### src/rtl/rd_pipe_tracker_pkg.sv
// Shared definitions for the read-hazard pipeline tracker.
//   - opcode constants for branch and jalr
//   - FSM state encoding (RUN / HOLD)
//   - per-stage metadata record {rd, reg_write, load}
//   - stall counter width / saturation value
//   - helper deciding whether a tracked rd feeds either IF/ID source
package rd_pipe_tracker_pkg;

    localparam logic [6:0] OpBranch = 7'h63;
    localparam logic [6:0] OpJalr   = 7'h67;

    localparam int unsigned CountWidth = 16;
    localparam logic [CountWidth-1:0] CountMax = '1;

    typedef enum logic {
        StRun,
        StHold
    } state_e;

    typedef struct packed {
        logic [4:0] rd;
        logic       reg_write;
        logic       load;
    } stage_meta_t;

    localparam stage_meta_t Bubble = '0;

    // x0 is hardwired to zero, so a tracked rd of 0 never creates a dependency.
    function automatic logic rd_hit(logic [4:0] rd, logic [4:0] rs1, logic [4:0] rs2);
        return (rd != 5'd0) && ((rd == rs1) || (rd == rs2));
    endfunction

endpackage

### src/rtl/rd_pipe_tracker_if.sv
// Bundle between the decode stage and the hazard tracker.
//   master: the decode stage - drives the IF/ID instruction fields and flush,
//           receives the tracked stage metadata and stall controls.
//   slave:  the tracker itself.
// Signals:
//   ID_opCode, ID_rd, IF_ID_rs1, IF_ID_rs2, ID_regWrite, ID_load  IF/ID instruction
//   flush                                   redirect, squashes IF/ID
//   ID_EX_rd, EX_MEM_rd, MEM_WB_rd          tracked destinations
//   regWrite_ID_EX/EX_MEM/MEM_WB            tracked write enables
//   load_ID_EX, load_EX_MEM                 tracked load flags
//   stall, pcWrite, IF_ID_write             hazard controls
//   stall_count                             saturating stalled-cycle count
interface rd_pipe_tracker_if;

    logic [6:0]  ID_opCode;
    logic [4:0]  ID_rd;
    logic [4:0]  IF_ID_rs1;
    logic [4:0]  IF_ID_rs2;
    logic        ID_regWrite;
    logic        ID_load;
    logic        flush;

    logic [4:0]  ID_EX_rd;
    logic [4:0]  EX_MEM_rd;
    logic [4:0]  MEM_WB_rd;
    logic        regWrite_ID_EX;
    logic        regWrite_EX_MEM;
    logic        regWrite_MEM_WB;
    logic        load_ID_EX;
    logic        load_EX_MEM;
    logic        stall;
    logic        pcWrite;
    logic        IF_ID_write;
    logic [15:0] stall_count;

    modport master (
        output ID_opCode, ID_rd, IF_ID_rs1, IF_ID_rs2, ID_regWrite, ID_load, flush,
        input  ID_EX_rd, EX_MEM_rd, MEM_WB_rd,
        input  regWrite_ID_EX, regWrite_EX_MEM, regWrite_MEM_WB,
        input  load_ID_EX, load_EX_MEM,
        input  stall, pcWrite, IF_ID_write, stall_count
    );

    modport slave (
        input  ID_opCode, ID_rd, IF_ID_rs1, IF_ID_rs2, ID_regWrite, ID_load, flush,
        output ID_EX_rd, EX_MEM_rd, MEM_WB_rd,
        output regWrite_ID_EX, regWrite_EX_MEM, regWrite_MEM_WB,
        output load_ID_EX, load_EX_MEM,
        output stall, pcWrite, IF_ID_write, stall_count
    );

endinterface

### src/rtl/stage_meta_reg.sv
// One pipeline stage of tracked metadata {rd, reg_write, load}.
// Ports:
//   clock   rising-edge clock
//   reset   asynchronous active-low reset, clears to a bubble
//   bubble  synchronous: load a bubble instead of d on this edge
//   d       incoming metadata
//   q       registered metadata
module stage_meta_reg
    import rd_pipe_tracker_pkg::*;
(
    input  logic        clock,
    input  logic        reset,
    input  logic        bubble,
    input  stage_meta_t d,
    output stage_meta_t q
);

    always_ff @(posedge clock or negedge reset) begin
        if (!reset) begin
            q <= Bubble;
        end else if (bubble) begin
            q <= Bubble;
        end else begin
            q <= d;
        end
    end

endmodule

### src/rtl/rd_pipe_tracker.sv
// Read-after-write hazard tracker for a 5-stage pipeline.
// Tracks {rd, regWrite, load} through ID/EX, EX/MEM and MEM/WB and stalls the
// IF/ID instruction when its sources are not yet available:
//   2 bubbles for load -> branch/jalr
//   1 bubble  for load-use, ALU -> branch/jalr, load-in-MEM -> branch/jalr
// Ports:
//   clock  rising-edge clock
//   reset  asynchronous active-low reset
//   bus    rd_pipe_tracker_if.slave (IF/ID fields, flush, tracked state, controls)
module rd_pipe_tracker
    import rd_pipe_tracker_pkg::*;
#(
    parameter logic [6:0] bOp    = OpBranch,
    parameter logic [6:0] jalrOp = OpJalr
) (
    input  logic             clock,
    input  logic             reset,
    rd_pipe_tracker_if.slave bus
);

    stage_meta_t id_in;
    stage_meta_t id_ex;
    stage_meta_t ex_mem;
    stage_meta_t mem_wb;

    state_e state_q;
    state_e state_d;

    logic                  stall;
    logic                  is_br;
    logic                  match_id_ex;
    logic                  match_ex_mem;
    logic                  need1;
    logic                  need2;
    logic [CountWidth-1:0] stall_count_q;

    assign id_in = '{rd: bus.ID_rd, reg_write: bus.ID_regWrite, load: bus.ID_load};

    // Tracker chain; only the ID/EX entry can be replaced by a bubble.
    stage_meta_reg u_id_ex (
        .clock  (clock),
        .reset  (reset),
        .bubble (stall | bus.flush),
        .d      (id_in),
        .q      (id_ex)
    );

    stage_meta_reg u_ex_mem (
        .clock  (clock),
        .reset  (reset),
        .bubble (1'b0),
        .d      (id_ex),
        .q      (ex_mem)
    );

    stage_meta_reg u_mem_wb (
        .clock  (clock),
        .reset  (reset),
        .bubble (1'b0),
        .d      (ex_mem),
        .q      (mem_wb)
    );

    // Hazard detection. Branches resolve in ID, so they need operands one stage
    // earlier than ordinary consumers, which read them in EX via forwarding.
    always_comb begin
        is_br        = (bus.ID_opCode == bOp) || (bus.ID_opCode == jalrOp);
        match_id_ex  = rd_hit(id_ex.rd, bus.IF_ID_rs1, bus.IF_ID_rs2);
        match_ex_mem = rd_hit(ex_mem.rd, bus.IF_ID_rs1, bus.IF_ID_rs2);
        need2        = is_br && id_ex.load && match_id_ex;
        need1        = (!is_br && id_ex.load && match_id_ex)
                    || (is_br && id_ex.reg_write && !id_ex.load && match_id_ex)
                    || (is_br && ex_mem.load && match_ex_mem);
    end

    // FSM: HOLD supplies the second bubble of a load -> branch dependency.
    always_comb begin
        state_d = state_q;
        stall   = 1'b0;
        unique case (state_q)
            StRun: begin
                stall = need1 | need2;
                if (need2) begin
                    state_d = StHold;
                end
            end
            StHold: begin
                stall   = 1'b1;
                state_d = StRun;
            end
            default: begin
                state_d = StRun;
            end
        endcase
        // A redirect squashes the dependent instruction, so nothing to wait for.
        if (bus.flush) begin
            stall   = 1'b0;
            state_d = StRun;
        end
    end

    always_ff @(posedge clock or negedge reset) begin
        if (!reset) begin
            state_q <= StRun;
        end else begin
            state_q <= state_d;
        end
    end

    always_ff @(posedge clock or negedge reset) begin
        if (!reset) begin
            stall_count_q <= '0;
        end else if (stall && (stall_count_q != CountMax)) begin
            stall_count_q <= stall_count_q + 1'b1;
        end
    end

    assign bus.ID_EX_rd        = id_ex.rd;
    assign bus.EX_MEM_rd       = ex_mem.rd;
    assign bus.MEM_WB_rd       = mem_wb.rd;
    assign bus.regWrite_ID_EX  = id_ex.reg_write;
    assign bus.regWrite_EX_MEM = ex_mem.reg_write;
    assign bus.regWrite_MEM_WB = mem_wb.reg_write;
    assign bus.load_ID_EX      = id_ex.load;
    assign bus.load_EX_MEM     = ex_mem.load;
    assign bus.stall           = stall;
    assign bus.pcWrite         = ~stall;
    assign bus.IF_ID_write     = ~stall;
    assign bus.stall_count     = stall_count_q;

    // MEM/WB load flag is tracked for completeness but has no consumer here.
    logic unused_mem_wb_load;
    assign unused_mem_wb_load = mem_wb.load;

endmodule
### src/flat_wrapper.sv
// flat-port wrapper written by rule: the top's interface ports become plain ports
module rd_pipe_tracker_flat import rd_pipe_tracker_pkg::*;
#(
    parameter logic [6:0] bOp    = OpBranch,
    parameter logic [6:0] jalrOp = OpJalr
)
  (clock, reset, bus_ID_opCode, bus_ID_rd, bus_IF_ID_rs1, bus_IF_ID_rs2, bus_ID_regWrite, bus_ID_load, bus_flush, bus_ID_EX_rd, bus_EX_MEM_rd, bus_MEM_WB_rd, bus_regWrite_ID_EX, bus_regWrite_EX_MEM, bus_regWrite_MEM_WB, bus_load_ID_EX, bus_load_EX_MEM, bus_stall, bus_pcWrite, bus_IF_ID_write, bus_stall_count);
  rd_pipe_tracker_if bus_i ();
  input  logic clock;
  input  logic reset;
  input wire logic [$bits(bus_i.ID_opCode)-1:0] bus_ID_opCode;
  input wire logic [$bits(bus_i.ID_rd)-1:0] bus_ID_rd;
  input wire logic [$bits(bus_i.IF_ID_rs1)-1:0] bus_IF_ID_rs1;
  input wire logic [$bits(bus_i.IF_ID_rs2)-1:0] bus_IF_ID_rs2;
  input wire logic [$bits(bus_i.ID_regWrite)-1:0] bus_ID_regWrite;
  input wire logic [$bits(bus_i.ID_load)-1:0] bus_ID_load;
  input wire logic [$bits(bus_i.flush)-1:0] bus_flush;
  output wire logic [$bits(bus_i.ID_EX_rd)-1:0] bus_ID_EX_rd;
  output wire logic [$bits(bus_i.EX_MEM_rd)-1:0] bus_EX_MEM_rd;
  output wire logic [$bits(bus_i.MEM_WB_rd)-1:0] bus_MEM_WB_rd;
  output wire logic [$bits(bus_i.regWrite_ID_EX)-1:0] bus_regWrite_ID_EX;
  output wire logic [$bits(bus_i.regWrite_EX_MEM)-1:0] bus_regWrite_EX_MEM;
  output wire logic [$bits(bus_i.regWrite_MEM_WB)-1:0] bus_regWrite_MEM_WB;
  output wire logic [$bits(bus_i.load_ID_EX)-1:0] bus_load_ID_EX;
  output wire logic [$bits(bus_i.load_EX_MEM)-1:0] bus_load_EX_MEM;
  output wire logic [$bits(bus_i.stall)-1:0] bus_stall;
  output wire logic [$bits(bus_i.pcWrite)-1:0] bus_pcWrite;
  output wire logic [$bits(bus_i.IF_ID_write)-1:0] bus_IF_ID_write;
  output wire logic [$bits(bus_i.stall_count)-1:0] bus_stall_count;
  assign bus_i.ID_opCode = bus_ID_opCode;
  assign bus_i.ID_rd = bus_ID_rd;
  assign bus_i.IF_ID_rs1 = bus_IF_ID_rs1;
  assign bus_i.IF_ID_rs2 = bus_IF_ID_rs2;
  assign bus_i.ID_regWrite = bus_ID_regWrite;
  assign bus_i.ID_load = bus_ID_load;
  assign bus_i.flush = bus_flush;
  assign bus_ID_EX_rd = bus_i.ID_EX_rd;
  assign bus_EX_MEM_rd = bus_i.EX_MEM_rd;
  assign bus_MEM_WB_rd = bus_i.MEM_WB_rd;
  assign bus_regWrite_ID_EX = bus_i.regWrite_ID_EX;
  assign bus_regWrite_EX_MEM = bus_i.regWrite_EX_MEM;
  assign bus_regWrite_MEM_WB = bus_i.regWrite_MEM_WB;
  assign bus_load_ID_EX = bus_i.load_ID_EX;
  assign bus_load_EX_MEM = bus_i.load_EX_MEM;
  assign bus_stall = bus_i.stall;
  assign bus_pcWrite = bus_i.pcWrite;
  assign bus_IF_ID_write = bus_i.IF_ID_write;
  assign bus_stall_count = bus_i.stall_count;
  rd_pipe_tracker #(.bOp(bOp), .jalrOp(jalrOp)) u_core (.clock(clock), .reset(reset), .bus(bus_i));
endmodule
### config.mk
export PLATFORM = sky130hd
export DESIGN_NAME = rd_pipe_tracker_flat
export DESIGN_NICKNAME = d
export VERILOG_FILES = /design/src/rtl/rd_pipe_tracker_pkg.sv /design/src/rtl/rd_pipe_tracker_if.sv /design/src/rtl/stage_meta_reg.sv /design/src/rtl/rd_pipe_tracker.sv /design/src/flat_wrapper.sv
export SDC_FILE = /design/constraint.sdc
export NUM_CORES = 1
export LEC_CHECK = 0
export ABC_CLOCK_PERIOD_IN_PS = 2650
export BUFFER_PORTS_ARGS = -buffer_cell sky130_fd_sc_hd__buf_2
export CAP_MARGIN = 30
export CORE_ASPECT_RATIO = 0.6
export CORE_MARGIN = 1.5
export CORE_UTILIZATION = 49
export CTS_CLUSTER_DIAMETER = 60
export CTS_CLUSTER_SIZE = 25
export DETAILED_ROUTE_END_ITERATION = 10
export PLACE_DENSITY = 0.79
export RECOVER_POWER = 50
export SYNTH_ARGS = -nofsm -noshare
export SYNTH_HDL_FRONTEND = slang
export SYNTH_HIERARCHICAL = 1
export SYNTH_SLANG_ARGS = --single-unit
### constraint.sdc
create_clock -name clock -period 2.65 [get_ports clock]
set_clock_uncertainty 0.1 [all_clocks]
set_input_delay 0.1325 -clock clock [delete_from_list [all_inputs] [get_ports clock]]
set_output_delay 0.1325 -clock clock [all_outputs]
set_load 0.005 [all_outputs]
==> impl_metrics.env, run 1 <==
export IMPL_fillers=267
export IMPL_cts_made_buffers=5
export IMPL_layout_drive_gt1_share=0.265
export IMPL_cts_tree="built"
export IMPL_post_route_min_period_ps=2560
export IMPL_path_cells="or4_1 -> o211a_1 -> a221oi_4 -> buf_4 -> or2_2 -> inv_2 -> buf_2"
export IMPL_drtPass1Iterations=4
export IMPL_setup_viol_count_final=0
export IMPL_ctsHoldBuffers=7
export IMPL_fin_setup_tns_ps=0
export IMPL_routed_wl_um=4180
export IMPL_max_cap_violations=1
export IMPL_die_h_um=50.0
export IMPL_via_per_inst=5.07
export IMPL_netlist_area_sq_um=1800
export IMPL_drc_errors=0
export IMPL_crit_cells=7
export IMPL_cp_end_kind="primary output"
export IMPL_gp_congestion=0.968
export IMPL_root_buffer="clkbuf_8"
export IMPL_multi_input_area_sq_um=891
export IMPL_worstPathArrival_ps=2330
export IMPL_cts_max_level=2
export IMPL_num_rows=16
export IMPL_dr_wl_met3_um=298
export IMPL_routed_wl_met2_um=1940
export IMPL_grt_pass1_vias=1409
export IMPL_grtUsageTotal=0.229
export IMPL_critPathBufInv=3
export IMPL_grt_max_degree=38
export IMPL_clk_pin_slew_ps=70
export IMPL_hold_ws_ps=27.9
export IMPL_syn_avg_cell_area_sq_um=11.3
export IMPL_p_total_mw=1.25
export IMPL_clkPwrFrac=0.397
export IMPL_required_ps=2420
export IMPL_dpl_hpwl_um=3090
export IMPL_grt_pass1_wl_um=6730
export IMPL_drt_initial_drc_count=79
export IMPL_start_kind="flop"
export IMPL_p_switching_mw=0.283
export IMPL_p_seq_frac=0.488
export IMPL_irDropWorstVdd_v=0.000405
export IMPL_io_pins=66
export IMPL_start_util=0.533
export IMPL_core_area_sq_um=3380
export IMPL_worstMarginPinSlew_ps=1880
export IMPL_r2r_end="u_core/bus.stall_count[11]"
export IMPL_critPathMaxFanout=7
export IMPL_cp_startpoint="u_core/u_ex_mem/q[5]"
export IMPL_hold_viol=0
export IMPL_cts_setup_buffers=0
export IMPL_run_status="finished with violations"
export IMPL_wl_met1_um=1900
export IMPL_slowest_delay_ps=510
export IMPL_drtAntennaViolNets=0
export IMPL_endpoint="bus_stall"
export IMPL_failed_checks="capacitance limit, slew limit"
export IMPL_syn_to_final_growth_pct=33.3
export IMPL_overflow=0
export IMPL_antenna_found_initial=0
export IMPL_slew_headroom=-0.254
export IMPL_period_share=0.967
export IMPL_p_per_area_nw_per_um2=520
export IMPL_die_w_um=81.3
export IMPL_fmaxAchievable_mhz=390
export IMPL_rr_startpoint="u_core/bus.stall_count[0]"
export IMPL_clock_latency_ps=290
export IMPL_post_cts_resize_count=0
export IMPL_seq_area_sq_um=926
export IMPL_worstHoldPathType="input pin to flop"
export IMPL_nets=280
export IMPL_power_frac_comb=0.116
export IMPL_rsz0062_at_grt="no"
export IMPL_p_leak_nw=1.25
export IMPL_slowest_stage="or4_1"
export IMPL_worst_r2r_setup_slack_ps=180
export IMPL_switching_share=0.227
export IMPL_r2r_cells=8
export IMPL_synthCells=159
export IMPL_crit_type="flop to primary output"
export IMPL_die_area_sq_um=4060
export IMPL_wire_per_inst_um=14.0
export IMPL_clock_path_buffers=2
export IMPL_vias=1511
export IMPL_p_int_mw=0.966
export IMPL_yosys_warnings=6
export IMPL_portBuffers=64
export IMPL_final_max_slew_violation_count=38
export IMPL_insertedDiodeCount=0
export IMPL_top_layer_used="met4"
export IMPL_clkSinkCount=37
export IMPL_cp_top_family="simple AND/OR/NAND/NOR gates"
==> layout make-up <==
class,instances,area share
multi-input combinational,129,0.371
sequential,37,0.385
tap,45,0.0234
inverter,2,0.00313
clock buffer,7,0.0359
timing repair buffer,77,0.169
clock inverter,1,0.0125
==> per-stage QoR <==
step / setup WS, ps / instance area, sq um / std cells / util
floorplan: 342 / 1850 / 171 / -
global placement: 234 / 2250 / 283 / 0.664
detailed placement: 208 / 2250 / 283 / 0.664
CTS: 95.8 / 2430 / 298 / 0.719
global route: 11.0 / 2400 / 298 / 0.710
finish: 87.4 / 2400 / 298 / 0.710
==> worst min path at each step <==
stage | from | to | slack (ps) | cells past startpoint
finish | bus_ID_rd[2] | u_core/u_id_ex/q[4] | 30 | 2
global route | bus_ID_rd[2] | u_core/u_id_ex/q[4] | 20 | 2
CTS | bus_ID_rd[2] | u_core/u_id_ex/q[4] | 3 | 2
detailed placement | reset | u_core/u_id_ex/q[4] | 160 | 1
global placement | reset | u_core/u_id_ex/q[4] | 160 | 1
floorplan | reset | u_core/bus.stall_count[0] | -260 | 0
==> routing by layer <==
layer | vias up | global-route usage
li1 | 717 | -
met4 | 0 | 0.0690
met2 | 56 | 0.335
met1 | 734 | 0.326
met5 | - | 0
met3 | 4 | 0.0667
==> flip-flops by register name, summed over array words and instances, names as in the netlist <==
name and flops:
u_core/u_mem_wb/q 6, u_core/bus.stall_count 16, u_core/u_ex_mem/q 7, u_core/state_q 1
u_core/u_id_ex/q 7
==> placed cells by master (no fill, tap or decap), types with 2 or more instances in the layout <==
| cell type | count |
|---|---|
| and3_1 | 6 |
| and4_1 | 2 |
| buf_2 | 49 |
| buf_4 | 3 |
| clkbuf_1 | 18 |
| clkbuf_8 | 6 |
| conb_1 | 13 |
| dfrtp_1 | 37 |
| dlygate4sd3_1 | 7 |
| nand2_1 | 12 |
| nand3_1 | 6 |
| nand4_1 | 2 |
| nor2_1 | 2 |
| nor2b_1 | 21 |
| nor3_1 | 7 |
| nor3b_1 | 4 |
| nor4_1 | 3 |
| or2_2 | 2 |
| xnor2_1 | 19 |
| xor2_1 | 15 |
==> power by group through the flow <==
stage	clock (mW)	combinational, mW	sequential [mW]
2_1_floorplan	0	0.0675	0.619
3_3_place_gp	0	0.139	0.619
3_5_place_dp	0	0.141	0.619
4_1_cts	0.503	0.149	0.609
5_1_grt	0.531	0.165	0.612
6_report	0.496	0.145	0.609
(Power assumes the default switching activity.)
==> inputs of run 2 (changes only) <==
--- a/config.mk
+++ b/config.mk
@@ -5,16 +5,17 @@
 export SDC_FILE = /design/constraint.sdc
 export NUM_CORES = 1
 export LEC_CHECK = 0
-export ABC_CLOCK_PERIOD_IN_PS = 2650
+export ABC_AREA = 1
+export ABC_CLOCK_PERIOD_IN_PS = 2600
 export BUFFER_PORTS_ARGS = -buffer_cell sky130_fd_sc_hd__buf_2
 export CAP_MARGIN = 30
 export CORE_ASPECT_RATIO = 0.6
 export CORE_MARGIN = 1.5
-export CORE_UTILIZATION = 49
+export CORE_UTILIZATION = 50
 export CTS_CLUSTER_DIAMETER = 60
 export CTS_CLUSTER_SIZE = 25
 export DETAILED_ROUTE_END_ITERATION = 10
-export PLACE_DENSITY = 0.79
+export PLACE_DENSITY = 0.78
 export RECOVER_POWER = 50
 export SYNTH_ARGS = -nofsm -noshare
 export SYNTH_HDL_FRONTEND = slang
==> constraint.sdc (replaced) <==
create_clock -name clock -period 2.6 [get_ports clock]
set_clock_uncertainty 0.1 [all_clocks]
set_input_delay 0.13 -clock clock [delete_from_list [all_inputs] [get_ports clock]]
set_output_delay 0.13 -clock clock [all_outputs]
set_load 0.005 [all_outputs]
==> run 2 against run 1 <==
The flow now finishes without violations. Area after synthesis grew 17%. Critical path type unchanged. Via count grew 35%. Synthesized cell count grew 80%. Wire length grew 20%. Global-route usage grew 0.51 points. Sequential cell count is the same. Die area grew 14%. Hold slack gained 5.0 ps.
==> impl_metrics.env, run 2 <==
export IMPL_rsz0062_at_grt="no"
export IMPL_antenna_found_initial=0
export IMPL_crit_type="flop to primary output"
export IMPL_portBuffers=64
export IMPL_start_util=0.516
export IMPL_netlist_area_sq_um=2100
export IMPL_dpl_hpwl_um=3730
export IMPL_cts_made_buffers=5
export IMPL_cts_setup_buffers=0
export IMPL_overflow=0
export IMPL_slowest_delay_ps=460
export IMPL_setup_viol_count_final=0
export IMPL_drtAntennaViolNets=0
export IMPL_crit_cells=7
export IMPL_start_kind="flop"
export IMPL_num_rows=18
export IMPL_cp_end_kind="primary output"
export IMPL_wire_per_inst_um=11.6
export IMPL_fillers=363
export IMPL_run_status="complete, no violations"
export IMPL_drtPass1Iterations=4
export IMPL_gp_congestion=0.880
export IMPL_fmaxAchievable_mhz=471
export IMPL_cp_top_family="simple AND/OR/NAND/NOR gates"
export IMPL_insertedDiodeCount=0
export IMPL_post_route_min_period_ps=2120
export IMPL_grt_max_degree=38
export IMPL_synthCells=286
export IMPL_die_h_um=53.2
export IMPL_max_cap_violations=0
export IMPL_yosys_warnings=6
export IMPL_critPathMaxFanout=11
export IMPL_path_cells="nor3_1 -> a31oi_1 -> nand2_1 -> nand3_2 -> nand2_1 -> inv_1 -> buf_2"
export IMPL_routed_wl_um=5030
export IMPL_r2r_cells=11
export IMPL_most_common_layout_cells="nand2_1 (91), buf_2 (46), inv_1 (43), nor2_1 (42), dfrtp_1 (37)"
export IMPL_p_leak_nw=1.49
export IMPL_irDropWorstVdd_v=0.000273
export IMPL_critPathBufInv=2
export IMPL_pre_cts_slack_ps=589
export IMPL_worstHoldPathType="input pin to flop"
export IMPL_drt_initial_drc_count=163
export IMPL_worstPathArrival_ps=1890
export IMPL_period_share=0.816
export IMPL_crit_top_cell="nand2_1"
export IMPL_root_buffer="clkbuf_8"
export IMPL_die_area_sq_um=4620
export IMPL_cts_max_level=2
export IMPL_syn_avg_cell_area_sq_um=7.35
export IMPL_fin_setup_tns_ps=0
export IMPL_grt_pass1_vias=1824
export IMPL_worstMarginPinSlew_ps=897
export IMPL_syn_to_final_growth_pct=27.2
export IMPL_via_per_inst=4.70
export IMPL_layout_drive_gt1_share=0.168
export IMPL_p_per_area_nw_per_um2=442
export IMPL_clkSinkCount=37
export IMPL_die_w_um=86.7
export IMPL_clk_pin_slew_ps=70
export IMPL_grtUsageTotal=0.234
export IMPL_clock_path_buffers=2
export IMPL_nets=402
export IMPL_final_max_slew_violation_count=0
export IMPL_final_common_cell="nand2_1"
export IMPL_vias=2040
export IMPL_largest_reg_flops=16
export IMPL_drc_errors=0
export IMPL_core_area_sq_um=4080
export IMPL_slew_headroom=0.402
export IMPL_hold_path_depth=4
export IMPL_required_ps=2370
export IMPL_grt_pass1_wl_um=8110
export IMPL_hold_viol=0
export IMPL_cts_tree="built"
export IMPL_clock_latency_ps=280
export IMPL_fin_ws_ps=478
export IMPL_io_pins=66
export IMPL_slowest_stage="dfrtp_1"
-- run 2: area by class of cell --
cell class | instances | area (sq um) | share of cell area
clock buffers | 7 | 86.3 | 0.0323
inverters | 43 | 161 | 0.0603
multi-input cells | 212 | 1020 | 0.383
flip-flops and latches | 37 | 926 | 0.346
well taps | 60 | 75.1 | 0.0281
repair buffers | 75 | 402 | 0.150
-- run 2: tightest hold or removal path, cell delays in order --
cell and delay, ps:
buf_2 70, nor2_1 60, nand2_1 70, nor3_1 40
-- run 2: worst paths after layout --
| check | from | end | slack (ps) |
|---|---|---|---|
| worst max-delay path | u_core/u_ex_mem/q[2] | bus_stall | 480 |
| worst min-delay path | bus_ID_opCode[4] | u_core/state_q | 30 |
| worst max register to register | u_core/u_id_ex/q[3] | u_core/bus.stall_count[2] | 550 |
| worst min register to register | u_core/u_ex_mem/q[1] | u_core/u_mem_wb/q[1] | 390 |
| max in group asynchronous | reset | u_core/u_id_ex/q[4] | 1440 |
| min in group asynchronous | reset | u_core/bus.stall_count[2] | 400 |
-- run 2: per-layer routing --
metal,track usage,part of all wire,up-vias
met5,0,0,-
met4,0.0538,0.0058,0
met3,0.0515,0.062,5
met2,0.375,0.45,64
met1,0.326,0.49,931
li1,-,-,1040
-- run 2: report_power, final --
part / internal (mW) / leakage (nW) / switching, mW / total, mW
sequential: 0.595 / 0.503 / 0.0277 / 0.623
clock: 0.210 / 0.0443 / 0.194 / 0.405
combinational: 0.0672 / 0.939 / 0.0864 / 0.154
total: 0.873 / 1.49 / 0.308 / 1.18
-- run 2: what timing repair did --
action	in CTS	in global routing
gates resized for setup	0	0
endpoints found under the hold margin	44	0
hold buffers	8	0
-- run 2: metrics by stage --
step	area, sq um	power, mW	utilization	std cells	hold WS, ps
6_report	2680	1.18	0.656	434	32.8
5_1_grt	2680	1.24	0.656	434	45.9
4_1_cts	2700	1.19	0.661	434	20.5
3_5_place_dp	2530	0.779	0.621	419	177
3_3_place_gp	2530	0.774	0.621	419	173
2_1_floorplan	2150	0.703	-	298	-266
==> inputs of run 3 (changes only) <==
--- a/config.mk
+++ b/config.mk
@@ -5,17 +5,17 @@
 export SDC_FILE = /design/constraint.sdc
 export NUM_CORES = 1
 export LEC_CHECK = 0
-export ABC_AREA = 1
-export ABC_CLOCK_PERIOD_IN_PS = 2600
+export ABC_AREA = 0
+export ABC_CLOCK_PERIOD_IN_PS = 2000
 export BUFFER_PORTS_ARGS = -buffer_cell sky130_fd_sc_hd__buf_2
 export CAP_MARGIN = 30
 export CORE_ASPECT_RATIO = 0.6
 export CORE_MARGIN = 1.5
-export CORE_UTILIZATION = 50
+export CORE_UTILIZATION = 49
 export CTS_CLUSTER_DIAMETER = 60
 export CTS_CLUSTER_SIZE = 25
 export DETAILED_ROUTE_END_ITERATION = 10
-export PLACE_DENSITY = 0.78
+export PLACE_DENSITY = 0.79
 export RECOVER_POWER = 50
 export SYNTH_ARGS = -nofsm -noshare
 export SYNTH_HDL_FRONTEND = slang
==> constraint.sdc (replaced) <==
create_clock -name clock -period 2 [get_ports clock]
set_clock_uncertainty 0.1 [all_clocks]
set_input_delay 0.1 -clock clock [delete_from_list [all_inputs] [get_ports clock]]
set_output_delay 0.1 -clock clock [all_outputs]
set_load 0.005 [all_outputs]
==> run 3 against run 2 <==
The flow now finishes with violations (setup timing). Wire length rose by 26%. Power up 51%. Register-to-register slack got worse by 1000 ps. Non-clock buffer count rose by 36. Utilization rose by 19 points. First-iteration DRC count grew 22%. Die area is 12% lower. Sequential power up 28%.
==> impl_metrics.env, run 3 (synthesized netlist as in run 1, its figures left out) <==
export IMPL_nets=314
export IMPL_use_met2=0.446
export IMPL_clk_pin_slew_ps=80
export IMPL_period_share=1.24
export IMPL_wire_per_inst_um=19.1
export IMPL_post_route_min_period_ps=2480
export IMPL_drt_initial_drc_count=199
export IMPL_start_util=0.533
export IMPL_cts_tree="built"
export IMPL_layout_drive_gt1_share=0.498
export IMPL_p_leak_nw=1.53
export IMPL_die_h_um=50.0
export IMPL_grt_pass1_wl_um=8400
export IMPL_portBuffers=64
export IMPL_failed_checks="setup timing"
export IMPL_die_w_um=81.3
export IMPL_root_buffer="clkbuf_8"
export IMPL_drtAntennaViolNets=0
export IMPL_grt_max_degree=38
export IMPL_syn_to_final_growth_pct=58.7
export IMPL_io_pins=66
export IMPL_slew_headroom=0.456
export IMPL_worstPathArrival_ps=2570
export IMPL_met3_usage=0.0593
export IMPL_irDropWorstVdd_v=0.000481
export IMPL_antenna_found_initial=0
export IMPL_routed_wl_um=6330
export IMPL_hold_viol=0
export IMPL_worstHoldPathType="input pin to flop"
export IMPL_start_kind="flop"
export IMPL_p_int_mw=1.33
export IMPL_largest_reg_flops=16
export IMPL_setup_viol_count_final=21
export IMPL_cts_max_level=2
export IMPL_hold_ws_ps=173
export IMPL_crit_type="flop to flop"
export IMPL_clkSinkCount=37
export IMPL_grtUsageTotal=0.288
export IMPL_required_ps=2090
export IMPL_worstMarginPinSlew_ps=816
export IMPL_fin_setup_tns_ps=-7550
export IMPL_clkPwrFrac=0.384
export IMPL_num_rows=16
export IMPL_overflow=0
export IMPL_fmaxAchievable_mhz=404
export IMPL_design_area_sq_um=2860
export IMPL_run_status="finished with violations"
export IMPL_vias=1803
export IMPL_insertedDiodeCount=0
export IMPL_p_seq_frac=0.447
export IMPL_fin_ws_ps=-478
export IMPL_p_total_mw=1.79
export IMPL_rsz0062_at_grt="yes"
export IMPL_dpl_hpwl_um=3630
export IMPL_p_per_area_nw_per_um2=625
export IMPL_power_frac_comb=0.170
export IMPL_core_area_sq_um=3380
export IMPL_grtUsageMet1=0.403
export IMPL_p_switching_mw=0.454
export IMPL_via_per_inst=5.43
export IMPL_busiest_layer="met2"
export IMPL_cts_made_buffers=5
export IMPL_final_common_cell="buf_2"
export IMPL_cp_end_kind="flop"
export IMPL_drtPass1Iterations=5
export IMPL_clock_latency_ps=290
export IMPL_max_cap_violations=0
export IMPL_gp_congestion=0.864
export IMPL_critPathMaxFanout=7
export IMPL_final_max_slew_violation_count=0
export IMPL_dpl_cell_area_sq_um=2510
export IMPL_most_common_layout_cells="buf_2 (63), dfrtp_1 (36), buf_4 (35), nor2b_1 (19), xnor2_1 (18)"
export IMPL_die_area_sq_um=4060
export IMPL_drc_errors=0
export IMPL_clock_path_buffers=2
export IMPL_switching_share=0.254
export IMPL_pre_cts_slack_ps=-291
export IMPL_grt_pass1_vias=1626
run 3: cell types whose count changed in the layout (fill, tap and decap cells not counted), sizes merged, moves of 4 or more:
cell	change
nand4	-15
nand3	-12
and3	+6
nand2	-79
clkbuf	-19
xnor2	+8
buf	+54
inv	-41
nor2	-41
nor4	+4
xor2	+5
nor2b	+21
run 3: area by class of cell:
| type | count | area [sq um] |
|---|---|---|
| tap | 45 | 56.3 |
| timing repair buffer | 111 | 714 |
| inverter | 2 | 7.51 |
| clock buffer | 6 | 82.6 |
| fill | 174 | 524 |
| sequential | 37 | 927 |
| multi-input combinational | 129 | 1030 |
| clock inverter | 2 | 37.5 |
run 3: what timing repair did:
action,4_1_cts,5_1_grt
hold buffers,8,0
pin swaps,5,4
resized for setup,11,11
setup endpoints to repair,19,26
endpoints found under the hold margin,44,0
setup buffers,4,1
run 3: per-stage QoR:
stage                      util  instances
after detailed placement  0.743        311
after global placement    0.743        311
final                     0.845        332
after global routing      0.845        332
after floorplan               -        171
after CTS                 0.828        331
run 3: path summary, 6_finish.rpt:
check / start / endpoint / slack (ps) / depth (start not counted)
setup / recovery: u_core/u_ex_mem/q[3] / u_core/bus.stall_count[9] / -480 / 8
hold / removal: bus_flush / u_core/bus.stall_count[14] / 170 / 3
setup reg to reg: u_core/u_ex_mem/q[3] / u_core/bus.stall_count[9] / -480 / 8
hold reg to reg: u_core/u_ex_mem/q[1] / u_core/u_mem_wb/q[1] / 420 / 1
max in group asynchronous: reset / u_core/u_ex_mem/q[6] / 900 / 2
min in group asynchronous: reset / u_core/u_ex_mem/q[2] / 350 / 2
run 3: worst max-delay path: stages (launching register included):
cell      delay, ps
dfrtp_1         390
or4_4           540
o211a_1         270
a221oi_4        340
buf_6           150
buf_4           170
nor4_2           70
buf_4           150
xor2_1          200
run 3: power groups by stage:
stage | logic [mW] | registers (mW) | clock network, mW
after detailed placement | 0.238 | 0.812 | 0
after floorplan | 0.0934 | 0.820 | 0
after CTS | 0.273 | 0.796 | 0.683
after global placement | 0.232 | 0.808 | 0
final | 0.304 | 0.798 | 0.686
after global routing | 0.319 | 0.801 | 0.727
run 3: layer usage:
layer,up-vias,wire length [um]
met3,28,560
met5,-,0
met4,0,232
li1,781,-
met2,132,2950
met1,862,2590
